### src/rtl/life_support_multi.sv
// Shared power/shield plus per-compartment O2/temperature with saturating updates and a
// latched fatal alarm. Define LS_POWER_DRAIN_EN for load-dependent power drain.
module life_support_multi #(
  parameter int unsigned W         = 16,
  parameter int unsigned NCH       = 4,
  parameter int unsigned TMAX      = 100,
  parameter int unsigned SH_MAX    = 100,
  parameter int unsigned ATK_DMG   = 5,
  parameter int unsigned ALARM_CNT = 8
) (
  input  logic             clk,
  input  logic             rst,
  input  logic             load,
  input  logic             ack,
  input  logic [3:0]       mode,
  input  logic             chrg,
  input  logic             atk,
  input  logic [W-1:0]     pwr_in,
  input  logic [W-1:0]     shield_in,
  input  logic [NCH*W-1:0] o2_in,
  input  logic [NCH-1:0]   o2sup,
  input  logic [NCH*W-1:0] temp_set,
  output logic [W-1:0]     outpower,
  output logic [W-1:0]     outshield,
  output logic [NCH*W-1:0] outo2,
  output logic [NCH*W-1:0] outtemp,
  output logic [NCH-1:0]   fatal,
  output logic             alarm,
  output logic [1:0]       state
);

  typedef enum logic [1:0] {
    StIdle  = 2'b00,
    StRun   = 2'b01,
    StAlarm = 2'b10
  } state_e;

  localparam int unsigned CW = (ALARM_CNT < 1) ? 1 : $clog2(ALARM_CNT + 1);

  localparam logic [W-1:0]  VMax      = '1;
  localparam logic [W-1:0]  One       = W'(1);
  localparam logic [W-1:0]  TmaxV     = W'(TMAX);
  localparam logic [W-1:0]  ShMaxV    = W'(SH_MAX);
  localparam logic [W-1:0]  AtkDmgV   = W'(ATK_DMG);
  localparam logic [CW-1:0] CntMax    = '1;
  localparam logic [CW-1:0] CntOne    = CW'(1);
  localparam logic [CW-1:0] AlarmCntV = CW'(ALARM_CNT);

  state_e                  state_q, state_d;
  logic [CW-1:0]           cnt_q, cnt_d;
  logic [W-1:0]            power_q, power_d;
  logic [W-1:0]            shield_q, shield_d;
  logic [NCH-1:0][W-1:0]   o2_q, o2_d;
  logic [NCH-1:0][W-1:0]   temp_q, temp_d;

  logic [NCH-1:0]          fatal_c;
  logic                    any_fatal;
  logic                    pwr_nz;
  logic                    def_eff;
  logic                    sth_eff;
  logic [W-1:0]            drain;

  // Fatal flags are meaningless before the first load, so they are masked in IDLE.
  always_comb begin
    fatal_c = '0;
    for (int i = 0; i < NCH; i++) begin
      fatal_c[i] = (state_q != StIdle) && ((temp_q[i] >= TmaxV) || (o2_q[i] == '0));
    end
  end

  assign any_fatal = |fatal_c;
  assign pwr_nz    = (power_q != '0);
  assign def_eff   = pwr_nz && (mode == 4'b0100);
  assign sth_eff   = pwr_nz && (mode == 4'b1000);

`ifdef LS_POWER_DRAIN_EN
  always_comb begin
    drain = One;
    for (int i = 0; i < NCH; i++) begin
      drain = drain + W'(o2sup[i]);
    end
    if (def_eff) begin
      drain = drain + W'(2);
    end
  end
`else
  assign drain = One;
`endif

  // Datapath: every register updates in parallel from the current register values.
  always_comb begin
    power_d  = power_q;
    shield_d = shield_q;
    o2_d     = o2_q;
    temp_d   = temp_q;
    if (load) begin
      power_d  = pwr_in;
      shield_d = shield_in;
      for (int i = 0; i < NCH; i++) begin
        o2_d[i]   = o2_in[i*W +: W];
        temp_d[i] = temp_set[i*W +: W];
      end
    end else if (state_q != StIdle) begin
      if (chrg) begin
        power_d = pwr_in;
      end else begin
        power_d = (power_q > drain) ? (power_q - drain) : '0;
      end

      if (atk) begin
        shield_d = (shield_q > AtkDmgV) ? (shield_q - AtkDmgV) : '0;
      end else if (def_eff || (shield_q <= ShMaxV)) begin
        shield_d = (shield_q == VMax) ? VMax : (shield_q + One);
      end else begin
        shield_d = shield_q - One;
      end

      for (int i = 0; i < NCH; i++) begin
        if (o2sup[i]) begin
          o2_d[i] = o2_in[i*W +: W];
        end else begin
          o2_d[i] = (o2_q[i] != '0) ? (o2_q[i] - One) : '0;
        end

        if (sth_eff || (temp_set[i*W +: W] > temp_q[i])) begin
          temp_d[i] = (temp_q[i] == VMax) ? VMax : (temp_q[i] + One);
        end else if (temp_set[i*W +: W] < temp_q[i]) begin
          temp_d[i] = temp_q[i] - One;
        end
      end
    end
  end

  always_comb begin
    state_d = state_q;
    cnt_d   = cnt_q;
    case (state_q)
      StIdle: begin
        if (load) begin
          state_d = StRun;
        end
      end
      StRun: begin
        if (load) begin
          cnt_d = '0;
        end else begin
          if (any_fatal) begin
            cnt_d = (cnt_q == CntMax) ? cnt_q : (cnt_q + CntOne);
          end else begin
            cnt_d = '0;
          end
          if (cnt_d >= AlarmCntV) begin
            state_d = StAlarm;
            cnt_d   = '0;
          end
        end
      end
      StAlarm: begin
        cnt_d = '0;
        // An acknowledge is only honoured once every compartment is survivable.
        if (load || (ack && !any_fatal)) begin
          state_d = StRun;
        end
      end
      default: begin
        state_d = StIdle;
        cnt_d   = '0;
      end
    endcase
  end

  always_ff @(posedge clk or negedge rst) begin
    if (!rst) begin
      state_q  <= StIdle;
      cnt_q    <= '0;
      power_q  <= '0;
      shield_q <= '0;
      o2_q     <= '0;
      temp_q   <= '0;
    end else begin
      state_q  <= state_d;
      cnt_q    <= cnt_d;
      power_q  <= power_d;
      shield_q <= shield_d;
      o2_q     <= o2_d;
      temp_q   <= temp_d;
    end
  end

  assign outpower  = power_q;
  assign outshield = shield_q;
  assign outo2     = o2_q;
  assign outtemp   = temp_q;
  assign fatal     = fatal_c;
  assign alarm     = (state_q == StAlarm);
  assign state     = state_q;

endmodule
### config.mk
export PLATFORM = sky130hd
export DESIGN_NAME = life_support_multi
export DESIGN_NICKNAME = d
export VERILOG_FILES = /design/src/rtl/life_support_multi.sv
export SDC_FILE = /design/constraint.sdc
export NUM_CORES = 1
export LEC_CHECK = 0
export BUFFER_PORTS_ARGS = -buffer_cell sky130_fd_sc_hd__buf_2
export CORE_ASPECT_RATIO = 1.4
export CORE_MARGIN = 8
export CORE_UTILIZATION = 30
export CTS_CLUSTER_DIAMETER = 60
export DETAILED_ROUTE_END_ITERATION = 8
export HOLD_SLACK_MARGIN = 0.08
export SKIP_LAST_GASP = 1
export SLEW_MARGIN = 20
export SYNTH_ARGS = -nofsm -noshare
export SYNTH_HDL_FRONTEND = slang
export SYNTH_SLANG_ARGS = --single-unit
### constraint.sdc
create_clock -name clk -period 4 [get_ports clk]
set_clock_uncertainty 0.1 [all_clocks]
set_input_delay 1 -clock clk [delete_from_list [all_inputs] [get_ports clk]]
set_output_delay 1 -clock clk [all_outputs]
set_load 0.02 [all_outputs]
# Yosys cells after proc, flatten, opt, wreduce, memory -nomap -nowiden
# Index checks and enable logic that the tools add are counted.
dict set report totals {
  input_bits 174
  out_inout_bits 167
  reg_bits 166
}
dict set report op_classes {
  n_reduce_logical 40
  add_sub_neg 17
  eq_ne 14
  n_mux 46
  n_lt_le_gt_ge 16
}
# cell n
set op_table {}
lappend op_table {{$mux 16} 30}
lappend op_table {{$mux 64} 4}
lappend op_table {{$sub 16x1->16 const B} 10}
lappend op_table {{$add 16x1->16 const B} 5}
lappend op_table {{$eq 16x16->1 const B} 5}
lappend op_table {{$reduce_bool 16->1} 5}
lappend op_table {{$ge 16x7->1 const B} 4}
lappend op_table {{$gt 16x16->1} 4}
lappend op_table {{$logic_not 16->1} 4}
lappend op_table {{$lt 16x16->1} 4}
lappend op_table {{$mux 4} 6}
lappend op_table {{$gt 16x1->1 const B} 1}
lappend op_table {{$gt 16x3->1 const B} 1}
lappend op_table {{$le 16x7->1 const B} 1}
lappend op_table {{$sub 16x3->16 const B} 1}
lappend op_table {{$reduce_bool 3->1} 4}
lappend op_table {{$logic_or 1x1->1} 10}
lappend op_table {{$eq 4x4->1 const B} 2}
lappend op_table {{$mux 2} 4}
lappend op_table {{$pmux 4 s2} 1}
lappend op_table {{$reduce_and 2->1} 4}
lappend op_table {{$logic_and 1x1->1} 7}
lappend op_table {{$ne 2x2->1 const B} 3}
lappend op_table {{$pmux 2 s3} 1}
lappend op_table {{11 further kinds} 12}

# Logic depth before layout (Yosys ltp)
dict set report logic_depth {
  depth_word 11
  ltp_mapped 13
}

# Worst setup path before layout
# Ideal clock, no wire load.
dict set report synth_path {
  kind {input to register}
  start {input temp_set[55]}
  end {register temp_q (netlist bit outtemp[56])}
  arrival_ns 3.099
  setup_slack_ns 0.656
  stages 8
  cell_sequence {ha_1 a21oi_1 o21a_1 o311ai_0 o31ai_1 nand2_1 a221oi_1 o31ai_1}
}
dict set report synth_via {
  elab_chain_len 5
  word_cells_on_any_way 8
  classes_between {2 x order compare; 3 x mux; 3 x reduce/logical}
}
# item line_no
set synth_lines {}
lappend synth_lines {{start, declared} 22} ;# input logic [NCH*W-1:0] temp_set,
lappend synth_lines {{$gt 16x16->1} 125} ;# if (sth_eff || (temp_set[i*W +: W] > temp_q[i])) begin
lappend synth_lines {{$logic_or 1x1->1} 125}
lappend synth_lines {{$mux 16} 125}
lappend synth_lines {{$mux 64} 103} ;# end else if (state_q != StIdle) begin
lappend synth_lines {{$mux 64} 96} ;# if (load) begin
lappend synth_lines {{end signal, assigned} 186} ;# temp_q <= temp_d;
lappend synth_lines {{end, declared} 54} ;# logic [NCH-1:0][W-1:0] temp_q, temp_d;
# Parallel ways exist; a longest one is shown, timed or not. The select of a mux whose other input is x is not followed.
# A chain may end at the register's enable or synchronous reset.

# Final worst setup path
dict set report layout_path {
  start {register o2_q (netlist bit outo2[11])}
  end {output fatal[0]}
}
dict set report layout_via {
  elab_chain_len 3
}
# item line_no
set layout_lines {}
lappend layout_lines {{start, declared} 53} ;# logic [NCH-1:0][W-1:0] o2_q, o2_d;
lappend layout_lines {{start signal, assigned} 178} ;# o2_q <= '0;
lappend layout_lines {{start signal, assigned} 185} ;# o2_q <= o2_d;
lappend layout_lines {{$logic_not 16->1} 67} ;# fatal_c[i] = (state_q != StIdle) && ((temp_q[i] >= TmaxV) || (o2_q[i] == '0));
lappend layout_lines {{$logic_or 1x1->1} 67}
lappend layout_lines {{$logic_and 1x1->1} 67}
lappend layout_lines {{end, declared} 27} ;# output logic [NCH-1:0] fatal,
# No other way between the ends.

==> summary.txt <==
Layout
  – Register area: between 4000 and 5000 um^2
  – NumNets Final: 2588
  – Multi-input gate area: between 10000 and 15000 um^2
  – Filler cell count: ~5400
  – Layout cell share with drive strength beyond 1: between 20% and 30%
  – Design area: roughly 19000 um^2
  – Final Util: a little over a third
  – Area Growth Syn to Fin: 21.2%

Clocking
  – Max clock buf depth: 2
  – Number of H-tree levels: 4
  – Cell chosen for the clock root: clkbuf_16
  – Worst-skew pair later-pin latency: between 400 and 500 ps
  – Worst-path clk slew: approximately 70 ps
  – CTS buffer count: 17
  – Clock sink total: roughly 170
  – CTS tree: built
  – Hold_buf cts: 0

Worst setup path
  – Crit path max fanout: 7
  – Worst path arrival time: between 2000 and 3000 ps
  – Crit Path Class: register to primary output
  – CP Launch Type: register
  – CP Launch Point: outo2[11]
  – CP endpoint kind: primary output
  – Worst r2r src: outtemp[38]
  – Worst EP required: 2900 ps

Global route
  – Initial antenna violation count: 8
  – Vias in the first global route: between 15000 and 20000
  – Pin count of the biggest net entering global routing: 130
  – Global-route wire length before repair: between 100 and 150 mm
  – Global Route Usage Sum: around 23%
  – Grt ovf: 0

Power and ir drop
  – Max IR drop VDD: 0.303 mV
  – Total Power: a little over 6 mW
  – PwrDens: around 330 nW/um^2
  – Leakage Power: roughly 7.8 nW

Drt
  – Drt first pass iters: 5
  – Wl on met1: about 26 mm
  – Top Metal Used: met5
  – Final ANT Viol Nets: 0
  – Routed wire length on met3: 5.57 mm
  – WL/cell: ~23 um
  – Via count: approximately 18000
  – Drt total wl: about 70 mm
  – Remaining DRCs: 0
  – Wire length on met2: approximately 34 mm
  – Vias per inst: 6.10
  – Starting DRT DRC Count: approximately 1400

Synthesis
  – Top cells by area, synth: dfrtp_1, ha_1, o21ai_0, a21oi_1, nand2_1
  – Syn Inst Count: approximately 2000
  – Syn Area/Cell: about 7.5 um^2
  – Post-synthesis register bit count: approximately 170
  – Most common cell in the netlist: o21ai_0
  – Synth Flop Type: dfrtp_1
  – Synth cell count leaders: o21ai_0, dfrtp_1, nand2_1
  – Yosys cell types: 88
  – Largest area contributor in the netlist: dfrtp_1
  – Ys Warns: 0
  – Sequential area share after synthesis: between 20 and 30%
  – Asr flop ratio synth: 100%
  – Post-Syn Nets: roughly 2300
  – EDFF count, synth: 0
  – Synth Cell Area: ~15000 um^2
  – Yosys top cell area share: 27.2%

Placement
  – Placer Congestion: roughly 0.96
  – DPL Wire Length: about 52 mm
  – DP Area: 17900 um^2
  – Buffers on Ports: 340

Run status
  – Status: finished, final reports clean

STA
  – Slew headroom: ~31%
  – Final setup TNS: 0 ps
  – Crit share post-route: 95.0%
  – Final setup vio count: 0
  – Fmax: around 260 MHz
  – Tmin final: 3800 ps
  – Worst Tran Pin Value: 1030 ps
  – Hold Vio Cnt, Final: 0
  – Slew Limit Fails: 0
  – RSZ-0062 raised after global routing: false

Flow run
  – Max cap viols: 0

Floorplan
  – Core area: about 51000 um^2
  – Die area: just under 60000 um^2
  – Chip Height: roughly 280 um
  – Initial Util: about 30%
  – Num rows: between 90 and 100
  – Horiz. Die Dim: roughly 210 um
  – # IOs: approximately 340

Min path
  – Worst Hold Class: register to register
  – Worst hold start: cnt_q[1]
[final timing paths]
check                      cells past startpoint     endpoint  slack [ps]
max                                            5     fatal[0]         200
min in group asynchronous                      1  outpower[2]         450
max reg2reg                                    9  outtemp[42]         430
max in group asynchronous                      2  outtemp[44]        2490
min reg2reg                                    1     cnt_q[1]         440
min                                            1     cnt_q[1]         440
[routing by layer]
metal	global-route usage, %	up-vias
met5	0	-
met4	11.7	12
met3	5.45	211
met2	39.9	833
met1	25.1	8809
li1	-	8358
[stage by stage]
| stage | hold slack [ps] | std cells | setup slack (ps) |
|---|---|---|---|
| detailed placement | 423 | 2953 | 52.4 |
| global placement | 406 | 2953 | 107 |
| floorplan | 385 | 2030 | 656 |
| finish | 443 | 2989 | 200 |
| global route | 472 | 2986 | 40.8 |
| CTS | 442 | 2985 | 16.3 |
[final cells by class]
cell class | instances | share of cell area (%)
multi-input combinational | 1617 | 55.2
sequential | 166 | 22.4
timing repair buffer | 419 | 12.7
tap | 650 | 4.39
clock buffer | 19 | 2.44
inverter | 102 | 2.07
clock inverter | 13 | 0.723
antenna | 3 | 0.0405
[worst max-delay path: stages, from the launching register on]
cell     delay, ps
dfrtp_1        450
nor4_1         450
nor2b_1        300
nand4_1        390
a31oi_1        400
buf_2          260
[where the power goes]
part / switching (mW) / leakage [nW] / total, mW / internal, mW
sequential: 0.354 / 1.98 / 2.21 / 1.85
clock: 0.848 / 0.285 / 1.76 / 0.910
combinational: 1.40 / 5.49 / 2.19 / 0.789
[layout by cell type (no fill, tap or decap), types with 8 or more instances in the layout]
cell	instances
a21oi_1	139
a311oi_1	8
and3_1	22
buf_2	338
nand2b_1	15
nand3_1	85
o2111ai_1	22
o22ai_1	11
nand4_1	46
and4_1	14
nor2_1	148
o31ai_1	13
a211o_1	10
a31o_2	9
or2_2	10
nor2b_1	12
or4_1	13
a22o_1	8
a31oi_1	38
xnor2_1	21
a221oi_1	13
inv_1	101
nand2_1	155
dfrtp_1	166
a32oi_1	26
buf_4	76
a211oi_1	17
clkbuf_16	17
or3_1	19
o31a_1	9
mux2i_1	12
o311ai_0	11
nor3_1	98
ha_1	91
o21ai_0	219
and2_1	25
a21o_1	8
o211ai_1	38
a22oi_1	68
nor4_1	40
[what timing repair did]
| action | 4_1_cts | 5_1_grt |
|---|---|---|
| pin swaps | 0 | 1 |
| setup endpoints to repair | 1 | 3 |
| resized for setup | 1 | 2 |
| setup buffers | 0 | 1 |
[sequential cells by signal, indices dropped and copies added, names as in the netlist]
signal and cells:
outo2 64, state 2, outpower 16, outshield 16, outtemp 64, cnt_q 4
[kinds of logic (layout without fill, tap and decap cells)]
| kind of cell | after synthesis | after routing | synth area share (%) |
|---|---|---|---|
| AO/OA/AOI/OAI | 751 | 751 | 32.4 |
| XOR/XNOR | 23 | 23 | 1.32 |
| adder cells (fa/ha/maj) | 91 | 91 | 7.44 |
| buffers and inverters | 247 | 553 | 6.22 |
| flip-flops | 166 | 166 | 27.2 |
| multiplexers | 15 | 15 | 1.01 |
| other | 0 | 3 | 0 |
| AND/OR/NAND/NOR | 737 | 737 | 24.5 |
(Power assumes the default switching activity.)
